==> src/rtl/mem_port_arbiter.sv <==
// -----------------------------------------------------------------------------
// mem_port_arbiter
//
// Purpose:
//   Shares one unified single-ported memory between the instruction-fetch
//   port (IF) and the MEM-stage data port. A granted request is latched into
//   the memory-side registers and held stable until the memory acknowledges
//   it, or until the wait budget runs out. Read data is returned with a
//   one-cycle valid pulse. Under contention the two requesters alternate.
//
// Ports:
//   clk_i, rst_ni         clock (rising edge), synchronous active-low reset
//   if_req_i, if_addr_i   fetch request (held until if_valid_o) and address
//   if_rdata_o            fetched instruction, held between completions
//   if_valid_o            one-cycle pulse: fetch complete
//   d_read_i, d_write_i   MEM-stage memread / memwrite, held until d_valid_o
//   d_addr_i, d_wdata_i   data address and store data
//   d_wstrb_i             store byte enables
//   d_rdata_o             load data, held between completions
//   d_valid_o             one-cycle pulse: data access complete
//   mem_req_o             memory request, fields stable while high
//   mem_we_o, mem_addr_o, mem_wdata_o, mem_wstrb_o   memory command fields
//   mem_ack_i, mem_rdata_i  memory completion and read data
//   stall_if_o            fetch is waiting (combinational)
//   stall_mem_o           data access is waiting (combinational)
//   err_timeout_o         one-cycle pulse: transaction aborted by timeout
// -----------------------------------------------------------------------------
module mem_port_arbiter #(
    parameter int ADDR_W   = 32,
    parameter int DATA_W   = 32,
    parameter int MAX_WAIT = 15
) (
    input  logic                clk_i,
    input  logic                rst_ni,
    input  logic                if_req_i,
    input  logic [ADDR_W-1:0]   if_addr_i,
    output logic [DATA_W-1:0]   if_rdata_o,
    output logic                if_valid_o,
    input  logic                d_read_i,
    input  logic                d_write_i,
    input  logic [ADDR_W-1:0]   d_addr_i,
    input  logic [DATA_W-1:0]   d_wdata_i,
    input  logic [DATA_W/8-1:0] d_wstrb_i,
    output logic [DATA_W-1:0]   d_rdata_o,
    output logic                d_valid_o,
    output logic                mem_req_o,
    output logic                mem_we_o,
    output logic [ADDR_W-1:0]   mem_addr_o,
    output logic [DATA_W-1:0]   mem_wdata_o,
    output logic [DATA_W/8-1:0] mem_wstrb_o,
    input  logic                mem_ack_i,
    input  logic [DATA_W-1:0]   mem_rdata_i,
    output logic                stall_if_o,
    output logic                stall_mem_o,
    output logic                err_timeout_o
);

    localparam int STRB_W = DATA_W / 8;
    localparam logic [7:0] LAST_WAIT = 8'(MAX_WAIT - 1);

    typedef enum logic [1:0] {
        IDLE  = 2'd0,
        FETCH = 2'd1,
        DATA  = 2'd2
    } state_e;

    state_e              state_q, state_d;
    logic                last_d_q, last_d_d;
    logic [7:0]          wait_cnt_q, wait_cnt_d;
    logic                mem_req_q, mem_req_d;
    logic                mem_we_q, mem_we_d;
    logic [ADDR_W-1:0]   mem_addr_q, mem_addr_d;
    logic [DATA_W-1:0]   mem_wdata_q, mem_wdata_d;
    logic [STRB_W-1:0]   mem_wstrb_q, mem_wstrb_d;
    logic [DATA_W-1:0]   if_rdata_q, if_rdata_d;
    logic [DATA_W-1:0]   d_rdata_q, d_rdata_d;
    logic                if_valid_q, if_valid_d;
    logic                d_valid_q, d_valid_d;
    logic                err_q, err_d;

    // A requester whose access completes this cycle still has its request
    // high (it only sees the valid pulse now), so it is masked out of the
    // arbitration for this one cycle.
    logic want_f, want_d, grant_d;
    assign want_f  = if_req_i & ~if_valid_q;
    assign want_d  = (d_read_i | d_write_i) & ~d_valid_q;
    // Data wins unless it won the previous grant and fetch is also waiting.
    assign grant_d = want_d & ~(want_f & last_d_q);

    always_comb begin
        state_d     = state_q;
        last_d_d    = last_d_q;
        wait_cnt_d  = wait_cnt_q;
        mem_req_d   = mem_req_q;
        mem_we_d    = mem_we_q;
        mem_addr_d  = mem_addr_q;
        mem_wdata_d = mem_wdata_q;
        mem_wstrb_d = mem_wstrb_q;
        if_rdata_d  = if_rdata_q;
        d_rdata_d   = d_rdata_q;
        if_valid_d  = 1'b0;
        d_valid_d   = 1'b0;
        err_d       = 1'b0;

        case (state_q)
            IDLE: begin
                // mem_ack_i is deliberately ignored here.
                if (want_f | want_d) begin
                    mem_req_d  = 1'b1;
                    wait_cnt_d = 8'd0;
                    last_d_d   = grant_d;
                    if (grant_d) begin
                        state_d     = DATA;
                        // read+write together is treated as a write
                        mem_we_d    = d_write_i;
                        mem_addr_d  = d_addr_i;
                        mem_wdata_d = d_wdata_i;
                        mem_wstrb_d = d_write_i ? d_wstrb_i : '0;
                    end else begin
                        state_d     = FETCH;
                        mem_we_d    = 1'b0;
                        mem_addr_d  = if_addr_i;
                        mem_wdata_d = '0;
                        mem_wstrb_d = '0;
                    end
                end
            end
            FETCH, DATA: begin
                if (mem_ack_i) begin
                    mem_req_d = 1'b0;
                    state_d   = IDLE;
                    if (state_q == FETCH) begin
                        if_valid_d = 1'b1;
                        if_rdata_d = mem_rdata_i;
                    end else begin
                        d_valid_d = 1'b1;
                        if (!mem_we_q) begin
                            d_rdata_d = mem_rdata_i;
                        end
                    end
                end else if (wait_cnt_q == LAST_WAIT) begin
                    // Abort; the requester stays stalled and is re-arbitrated.
                    mem_req_d = 1'b0;
                    err_d     = 1'b1;
                    state_d   = IDLE;
                end else begin
                    wait_cnt_d = wait_cnt_q + 8'd1;
                end
            end
            default: begin
                state_d   = IDLE;
                mem_req_d = 1'b0;
            end
        endcase
    end

    always_ff @(posedge clk_i) begin
        if (!rst_ni) begin
            state_q     <= IDLE;
            last_d_q    <= 1'b0;
            wait_cnt_q  <= 8'd0;
            mem_req_q   <= 1'b0;
            mem_we_q    <= 1'b0;
            mem_addr_q  <= '0;
            mem_wdata_q <= '0;
            mem_wstrb_q <= '0;
            if_rdata_q  <= '0;
            d_rdata_q   <= '0;
            if_valid_q  <= 1'b0;
            d_valid_q   <= 1'b0;
            err_q       <= 1'b0;
        end else begin
            state_q     <= state_d;
            last_d_q    <= last_d_d;
            wait_cnt_q  <= wait_cnt_d;
            mem_req_q   <= mem_req_d;
            mem_we_q    <= mem_we_d;
            mem_addr_q  <= mem_addr_d;
            mem_wdata_q <= mem_wdata_d;
            mem_wstrb_q <= mem_wstrb_d;
            if_rdata_q  <= if_rdata_d;
            d_rdata_q   <= d_rdata_d;
            if_valid_q  <= if_valid_d;
            d_valid_q   <= d_valid_d;
            err_q       <= err_d;
        end
    end

    assign mem_req_o     = mem_req_q;
    assign mem_we_o      = mem_we_q;
    assign mem_addr_o    = mem_addr_q;
    assign mem_wdata_o   = mem_wdata_q;
    assign mem_wstrb_o   = mem_wstrb_q;
    assign if_rdata_o    = if_rdata_q;
    assign if_valid_o    = if_valid_q;
    assign d_rdata_o     = d_rdata_q;
    assign d_valid_o     = d_valid_q;
    assign err_timeout_o = err_q;
    assign stall_if_o    = if_req_i & ~if_valid_q;
    assign stall_mem_o   = (d_read_i | d_write_i) & ~d_valid_q;

endmodule

==> config.mk <==
export PLATFORM = sky130hd
export DESIGN_NAME = mem_port_arbiter
export DESIGN_NICKNAME = d
export VERILOG_FILES = /design/src/rtl/mem_port_arbiter.sv
export SDC_FILE = /design/constraint.sdc
export NUM_CORES = 1
export LEC_CHECK = 0
export BUFFER_PORTS_ARGS = -buffer_cell sky130_fd_sc_hd__buf_2
export CAP_MARGIN = 30
export CORE_ASPECT_RATIO = 1.5
export CORE_UTILIZATION = 47
export DETAILED_ROUTE_END_ITERATION = 7
export PLACE_DENSITY = 0.92
export SYNTH_ARGS = -nofsm -noshare
export SYNTH_HDL_FRONTEND = slang
export SYNTH_SLANG_ARGS = --single-unit
export TNS_END_PERCENT = 50
==> constraint.sdc <==
create_clock -name clk_i -period 2.48 [get_ports clk_i]
set_input_delay 0.248 -clock clk_i [delete_from_list [all_inputs] [get_ports clk_i]]
set_output_delay 0.248 -clock clk_i [all_outputs]
set_load 0.02 [all_outputs]
# Word-level counts from Yosys, hierarchy flattened
# Cells that the tools add are included.
# classes
addsub	1
eq_ne	7
muxes	21
bitwise_logic	13
reduce_logical	10
# op_table
op	n
32-bit 2-to-1 mux	2
8-bit 2-to-1 mux	3
8-bit one-hot mux with 2 select lines	1
8-bit by 1-bit adder with 8-bit output, second input constant	1
8-bit by 4-bit equality test with 1-bit output, second input constant	1
2-bit 2-to-1 mux	4
4-bit 2-to-1 mux	2
4-bit AND reduction	2
1-bit 2-to-1 mux	7
1-bit NOT	7
2-bit inequality test, second input constant	3
3-bit AND reduction	2
1-bit bitwise AND	4
2-bit one-hot mux with 2 select lines	1
2-bit AND reduction	2
3-bit inequality test, second input constant	1
3-bit OR reduction	1
2-bit by 1-bit equality test with 1-bit output, second input constant	1
2-bit equality test, second input constant	1
2-bit logical NOT	1
1-bit OR	2
1-bit one-hot mux with 2 select lines	1
2-bit nonzero test	1
2-bit OR reduction	1
# word_totals
ff_bits	148
out_inout_bits	139

# Longest topological paths before layout
# Gate-level depths: netlist of run 1.
# logic_depth
ltp_word	8
depth_mapped	9
depth_no_buf	6

# Worst setup path before layout of run 1
# OpenSTA, ideal clock, no wires.
# synth_timing
path_kind	reg-to-reg
from	register state_q[0]
to	register d_rdata_q[1], in the netlist d_rdata_o[1]
arrival_ns	1.694
required_time_ns	2.362
setup_slack_ns	0.668
stages_incl_launch_ff	10
n_path_buf	3
path_cell_list	dfxtp_1 > inv_1 > ha_1 > buf_6 > inv_4 > or4b_4 > buf_6 > buf_6 > nand2_2 > a21boi_2
# synth_between
elab_chain_len	3
word_cells_on_any_way	5
cone_classes	2 x eq/ne; 1 x bitwise; 2 x reduce/logical
# synth_rtl
item	line	rtl
start: declaration	67	state_e state_q, state_d;
start signal: assignment	173	state_q <= state_d;
2-bit by 1-bit equality test with 1-bit output / 2-bit equality test (equally long branches)	105, 132	
2-bit OR reduction / 1-bit NOT (equally long branches)	n/a	
4-bit AND reduction (no source line) *	n/a	
end signal: assignment	182	d_rdata_q <= d_rdata_d;
end: declaration	76	logic [DATA_W-1:0] d_rdata_q, d_rdata_d;
# Every way passes the cells marked *; elsewhere a longest branch is shown, timed or not.
# A chain may end at the register's enable or synchronous reset.

# Worst setup path after layout of run 1
# layout_timing
from	register state_q[0]
to	register d_rdata_q[25], in the netlist d_rdata_o[25]
# Same word-level chain as after synthesis.

==> impl_metrics.toml, run 1 <==
[run_status]
outcome = "finished clean"

[timing]
setup_tns_ns = 0
worst_clock_skew_ns = 0.0166
slew_viols_final = 0
setup_violations = 0
max_freq_ghz = 0.481
final.period_utilization_pct = 83.8
worst-slew-pin-transition_ns = 0.506
max_slew_margin_pct = 65.4
finalHoldViolations = 0
rsz0062_at_grt = "no"
final.min_clock_period_ns = 2.08

[setup_path]
crit_path_top_delay_cell = "or4b_4"
critical_path.reg2reg.startpoint = "state_q[0]$_SDFFE_PN0P_"
criticalPathCategory = "register to register"
setup.worst_path.start = "state_q[0]$_SDFFE_PN0P_"
timing.critical_path.from_type = "register"
path_max_fanout = 32
required_ns = 2.77
worstSetupEndpointType = "register"
cp_data_arrival_time_ns = 2.37
r2r_setup_slack_ns = 0.40
crit-reg2reg-capture = "d_rdata_o[25]$_SDFFE_PN0P_"
endpoint = "d_rdata_o[25]$_SDFFE_PN0P_"
worst-r2r-cell-count = 6
path_cells = "inv_1, ha_1, inv_4, or4b_4, nand2_1, a21boi_1"
critical_path.max_stage_delay_ns = 0.75

[cts]
htree_levels = 4
tritoncts.num_buffers = 17
clk_path_buf_depth = 2
clock_sink_count = 148
tritoncts_clock_tree = "done"
cts_root_buffer = "clkbuf_16"
cts_hold_buffers = 0
post_cts_resized = 0
clkLatencyLatePin_ns = 0.41
post-cts-setup-buffer-count = 0
cts.reportedPaths.clkPinSlew_ns = 0.07

[yosys]
synth_largest_type_area_fraction_pct = 49.2
synth.top_cells.by_count = "nand2_1, dfxtp_1, a21oi_1, a21boi_0, o21ai_0"
syn-cell-area_um2 = 6020
yosys_reg_bits = 148
syn_inst = 705
synth_top_cell_by_area = "dfxtp_1"
ys_types = 50
synth_area_leaders = "dfxtp_1, nand2_1, a21oi_1"
synth_nets = 847
most_used_flip_flop_cell_after_synthesis = "dfxtp_1"
yosys_warnings = 0
post-synth-top-count-cell = "nand2_1"
synth_edf_count = 0
postSynth.asyncResetShare_pct = 0
synth-seq-area-share_pct = 49.2
synth_area_per_cell_um2 = 8.54

[drt]
drtIter0Drc = 239
first_pass_iters = 5
routed-wl-met2_mm = 8.95
route.detailed.drc = 0
wire_per_inst_um = 15.1
detail_route.wirelength_mm = 17.0
num_vias = 5967
drt.antenna.violating_nets = 0
wl_met3_mm = 1.18
drt-vias-per-instance = 5.31
highest-signal-layer = "met5"
routedLengthMet1_mm = 6.37

[hold_path]
timing.hold.worst.start = "d_addr_i[28]"
timing.hold.worst.class = "input port to register"

[floorplan]
core_region_area_um2 = 12500
initial_utilization_pct = 48.1
top_level_ports = 277
floorplan.die.width_um = 94.4
die_area_um2 = 13300
dieHeight_um = 141
number_of_placement_rows = 50

[placement]
routabilityCongestion = 0.875
hpwl_mm = 12.0
buffer_ports.inserted = 276

[finish]
nets = 1095
filler_cell_count = 1041
synthToLayoutAreaGrowth_pct = 33.0
multiInputGateArea_um2 = 2730
post_route_cells_drive_above_1_share_pct = 35.9
register_area_um2 = 2960

[run]
max_cap_viol_count = 0

[power]
total_leakage_power_nw = 3.59
worst_ir_drop_vdd_uv = 763
cellPowerDensity_nw_per_um2 = 1040
pnr_total_power_w = 0.00834

[global_routing]
globalRouteTotalUtil_pct = 25.6
grt_pass1_vias = 5788
grt_antenna_before_repair = 2
global_route_wire_length_before_repair_mm = 26.9
grt-ovfl-total = 0
grt_start_max_net_pins = 71
how the worst min path moves through the flow:
stage,depth (start not counted),to,slack (ns)
3_5_place_dp,2,mem_wdata_o[29]$_SDFFE_PN0P_,0.44
4_1_cts,3,mem_addr_o[7]$_SDFFE_PN0P_,0.05
2_1_floorplan,2,mem_addr_o[0]$_SDFFE_PN0P_,0.38
6_report,3,mem_addr_o[28]$_SDFFE_PN0P_,0.07
3_3_place_gp,2,mem_wdata_o[28]$_SDFFE_PN0P_,0.43
5_1_grt,3,mem_addr_o[24]$_SDFFE_PN0P_,0.06
power breakdown:
part           switching, W  internal [W]  total [W]
registers          0.000216       0.00281    0.00303
logic               0.00184      0.000921    0.00277
clock network       0.00111       0.00143    0.00255
total               0.00317       0.00517    0.00834
state kept, by name, indices dropped and copies added (netlist names):
signal,cells
state_q,2
d_valid_o,1
mem_addr_o,32
mem_wstrb_o,4
wait_cnt_q,8
d_rdata_o,32
mem_wdata_o,32
err_timeout_o,1
mem_we_o,1
if_rdata_o,32
mem_req_o,1
if_valid_o,1
last_d_q,1
area by class of cell:
type                       instances  area share, %
antenna                            1         0.0312
clock buffer                      17           5.31
clock inverter                    15           2.06
inverter                          11          0.547
multi-input combinational        489           34.1
sequential                       148           37.0
tap                              156           2.44
timing repair buffer             286           18.5
cell usage in the layout, fill, tap and decap left out, types with 2 or more instances in the layout:
cell type / n
a2111oi_0: 2
a21boi_0: 40
a21boi_1: 32
a21boi_2: 10
a21oi_1: 66
a22oi_1: 20
buf_12: 2
buf_2: 275
buf_4: 9
clkbuf_16: 17
clkinv_4: 2
dfxtp_1: 148
ha_1: 4
inv_1: 10
inv_6: 5
inv_8: 4
nand2_1: 179
nand2_2: 10
nand3_1: 21
nand3b_1: 2
nand4_1: 5
nor2_1: 3
nor2b_1: 22
nor3_1: 3
nor3_2: 2
nor4_1: 2
o2111ai_1: 3
o211ai_1: 2
o21ai_0: 35
o22ai_1: 2
or3_1: 3
per-layer routing:
metal,GRT usage (%),up-vias
met4,11.9,2
met5,0,-
li1,-,2899
met1,27.2,2777
met2,45.7,251
met3,7.07,38
per-stage QoR:
stage          setup slack [ns]  cells  util [%]  cell area [um^2]  hold WS (ns)
6_report                  0.402   1123      64.0              8010        0.0650
5_1_grt                   0.266   1123      64.0              8010        0.0598
4_1_cts                   0.409   1122      64.0              8010        0.0516
3_5_place_dp              0.413   1090      59.3              7420         0.440
2_1_floorplan             0.668    705         -              6020         0.382
3_3_place_gp              0.476   1090      59.3              7420         0.435
kinds of logic after synthesis:
family,count (synthesis),synth area share [%]
AND/OR/NAND/NOR,263,19.8
adder cells (fa/ha/maj),4,0.831
flip-flops,148,49.2
AO/OA/AOI/OAI,221,24.2
buffers and inverters,68,5.73
multiplexers,1,0.166
critical path: cells and delay by family, from the launching register on:
kind                     cells  cell delay [ns]
AND/OR/NAND/NOR              2             0.89
adder cells (fa/ha/maj)      1             0.49
flip-flops                   1             0.35
buffers and inverters        2             0.14
AO/OA/AOI/OAI                1             0.08
(Power assumes the default switching activity.)
==> run 2, diff against run 1 <==
--- a/config.mk
+++ b/config.mk
@@ -5,12 +5,13 @@
 export SDC_FILE = /design/constraint.sdc
 export NUM_CORES = 1
 export LEC_CHECK = 0
+export ABC_AREA = 1
 export BUFFER_PORTS_ARGS = -buffer_cell sky130_fd_sc_hd__buf_2
 export CAP_MARGIN = 30
 export CORE_ASPECT_RATIO = 1.5
-export CORE_UTILIZATION = 47
+export CORE_UTILIZATION = 42
 export DETAILED_ROUTE_END_ITERATION = 7
-export PLACE_DENSITY = 0.92
+export PLACE_DENSITY = 0.89
 export SYNTH_ARGS = -nofsm -noshare
 export SYNTH_HDL_FRONTEND = slang
 export SYNTH_SLANG_ARGS = --single-unit
==> constraint.sdc (replaced) <==
create_clock -name clk_i -period 1.8 [get_ports clk_i]
set_input_delay 0.18 -clock clk_i [delete_from_list [all_inputs] [get_ports clk_i]]
set_output_delay 0.18 -clock clk_i [all_outputs]
set_load 0.02 [all_outputs]
==> impl_metrics.toml, run 2 <==
[floorplan]
dieHeight_um = 146
initial_utilization_pct = 43.0
floorplan.die.width_um = 97.9
die_area_um2 = 14300
top_level_ports = 277
core_region_area_um2 = 13500
number_of_placement_rows = 52

[timing]
final.period_utilization_pct = 89.7
worst_slack_ns = 0.185
final.min_clock_period_ns = 1.61
slew_viols_final = 0
max_slew_margin_pct = 68.7
worst-slew-pin-transition_ns = 0.469
setup_violations = 0
max_freq_ghz = 0.619
finalHoldViolations = 0
setup_tns_ns = 0
rsz0062_at_grt = "no"
worst_clock_skew_ns = 0.0107

[placement]
buffer_ports.inserted = 276
dp_slack_ns = 0.200
routabilityCongestion = 0.805
hpwl_mm = 10.9
dp_cells = 1158
detailed_place.area_um2 = 7280

[setup_path]
required_ns = 2.13
path_cells = "inv_1, ha_1, nand2_1, inv_1, nand2_1, inv_1, buf_12, nor2_1, nor2_1"
worstSetupEndpointType = "register"
crit_path_top_delay_cell = "dfxtp_1"
r2r_setup_slack_ns = 0.19
critical-path-top-delay-family = "buffers and inverters"
critPathMostFrequentCell = "inv_1"
critical_path.reg2reg.startpoint = "state_q[0]$_SDFFE_PN0P_"
timing.critical_path.from_type = "register"
path_max_fanout = 32
setup.worst_path.start = "state_q[0]$_SDFFE_PN0P_"
critical_path.max_stage_delay_ns = 0.35
cp_data_arrival_time_ns = 1.95
critical_path.n_buffers_inverters = 4
criticalPathCategory = "register to register"

[cts]
cts_root_buffer = "clkbuf_16"
tritoncts_clock_tree = "done"
clk_path_buf_depth = 2
post-cts-setup-buffer-count = 0
clock_sink_count = 148
htree_levels = 4
cts.reportedPaths.clkPinSlew_ns = 0.06
tritoncts.num_buffers = 17
post_cts_resized = 0
cts_hold_buffers = 14
clkLatencyLatePin_ns = 0.41

[run_status]
outcome = "complete, but fails checks"
failed_checks = "DRC"

[drt]
route.detailed.drc = 28
drtIter0Drc = 231
detail_route.wirelength_mm = 15.8
wire_per_inst_um = 13.1
drt-vias-per-instance = 4.97
first_pass_iters = 7
num_vias = 5981
drt.antenna.violating_nets = 0

[finish]
layout.cells.most_common = "buf_2"
synthToLayoutAreaGrowth_pct = 38.1
postLayoutCellArea_um2 = 7990
post_route_cells_drive_above_1_share_pct = 32.4
diodes = 0
most-common-layout-cells = "buf_2, dfxtp_1, nand2_1"
nets = 1171
finalNonFillerCells = 1204

[yosys]
synth_area_per_cell_um2 = 7.70
yosys_reg_bits = 148
postSynth.asyncResetShare_pct = 0
post-synth-top-count-cell = "dfxtp_1"
synth_edf_count = 0
synth_area_leaders = "dfxtp_1, nand2_1, a21oi_1"
most_used_flip_flop_cell_after_synthesis = "dfxtp_1"
yosys_warnings = 0
synth_largest_type_area_fraction_pct = 51.2
synth_top_cell_by_area = "dfxtp_1"
syn-cell-area_um2 = 5790
ys_types = 26
synth.top_cells.by_count = "dfxtp_1, nand2_1, nor2_1, a21oi_1, o21ai_0"
synth-seq-area-share_pct = 51.2
synth_nets = 894
syn_inst = 752

[power]
total_leakage_power_nw = 3.91
worst_ir_drop_vdd_uv = 718
cellPowerDensity_nw_per_um2 = 1440

[run]
max_cap_viol_count = 0

[global_routing]
grt_pass1_vias = 5380
globalRouteTotalUtil_pct = 22.0
grt_antenna_before_repair = 0
grt-ovfl-total = 0
global_route_wire_length_before_repair_mm = 25.6
grt_start_max_net_pins = 71

[hold_path]
timing.hold.worst.start = "d_wdata_i[3]"
timing.hold.worst.class = "input port to register"
run 2: cell type report:
type / instances / area (um^2)
fillers: 1208 / 5470
flip-flops and latches: 148 / 2960
multi-input cells: 529 / 2430
repair buffers: 305 / 1720
clock buffers: 17 / 425
well taps: 162 / 203
clock inverters: 15 / 146
inverters: 28 / 105
run 2: path summary, 6_finish.rpt:
| kind | to | depth (start not counted) |
|---|---|---|
| hold reg to reg | mem_wdata_o[0]$_SDFFE_PN0P_ | 2 |
| setup / recovery | d_rdata_o[9]$_SDFFE_PN0P_ | 9 |
| setup reg to reg | d_rdata_o[9]$_SDFFE_PN0P_ | 9 |
| hold / removal | mem_wdata_o[3]$_SDFFE_PN0P_ | 3 |
run 2: through the flow:
stage	utilization [%]	hold slack [ns]	total power, W
3_3_place_gp	54.1	0.404	0.00800
2_1_floorplan	-	0.258	0.00693
4_1_cts	59.4	0.000256	0.0116
5_1_grt	59.4	0.00678	0.0122
3_5_place_dp	54.1	0.405	0.00809
6_report	59.4	0.0164	0.0115
run 2: worst register-to-register path: stages, from the launching register on:
cell and delay, ns:
dfxtp_1 0.35, inv_1 0.05, ha_1 0.34, nand2_1 0.09
inv_1 0.11, nand2_1 0.11, inv_1 0.11, buf_12 0.18
nor2_1 0.08, nor2_1 0.11
run 2: cell families (layout without fill, tap and decap cells):
logic type	count (synthesis)	count (layout)	share of synthesized area [%]
AND/OR/NAND/NOR	314	314	22.2
flip-flops	148	148	51.2
AO/OA/AOI/OAI	211	211	18.9
adder cells (fa/ha/maj)	4	4	0.865
buffers and inverters	75	365	6.83
run 2: power breakdown:
| group | switching [W] | total [W] | internal, W |
|---|---|---|---|
| Combinational | 0.00249 | 0.00384 | 0.00135 |
| Clock | 0.00148 | 0.00342 | 0.00194 |
| Sequential | 0.000319 | 0.00423 | 0.00391 |
| Total | 0.00428 | 0.0115 | 0.00721 |
run 2: routing by layer:
layer / up-vias / track usage (%) / routed length (um) / part of all wire (%)
met2: 212 / 39.3 / 8300 / 53
met3: 32 / 4.37 / 838 / 5.3
li1: 3001 / - / - / -
met4: 0 / 10.4 / 438 / 2.8
met1: 2736 / 24.8 / 6180 / 39
met5: - / 0 / 0 / 0
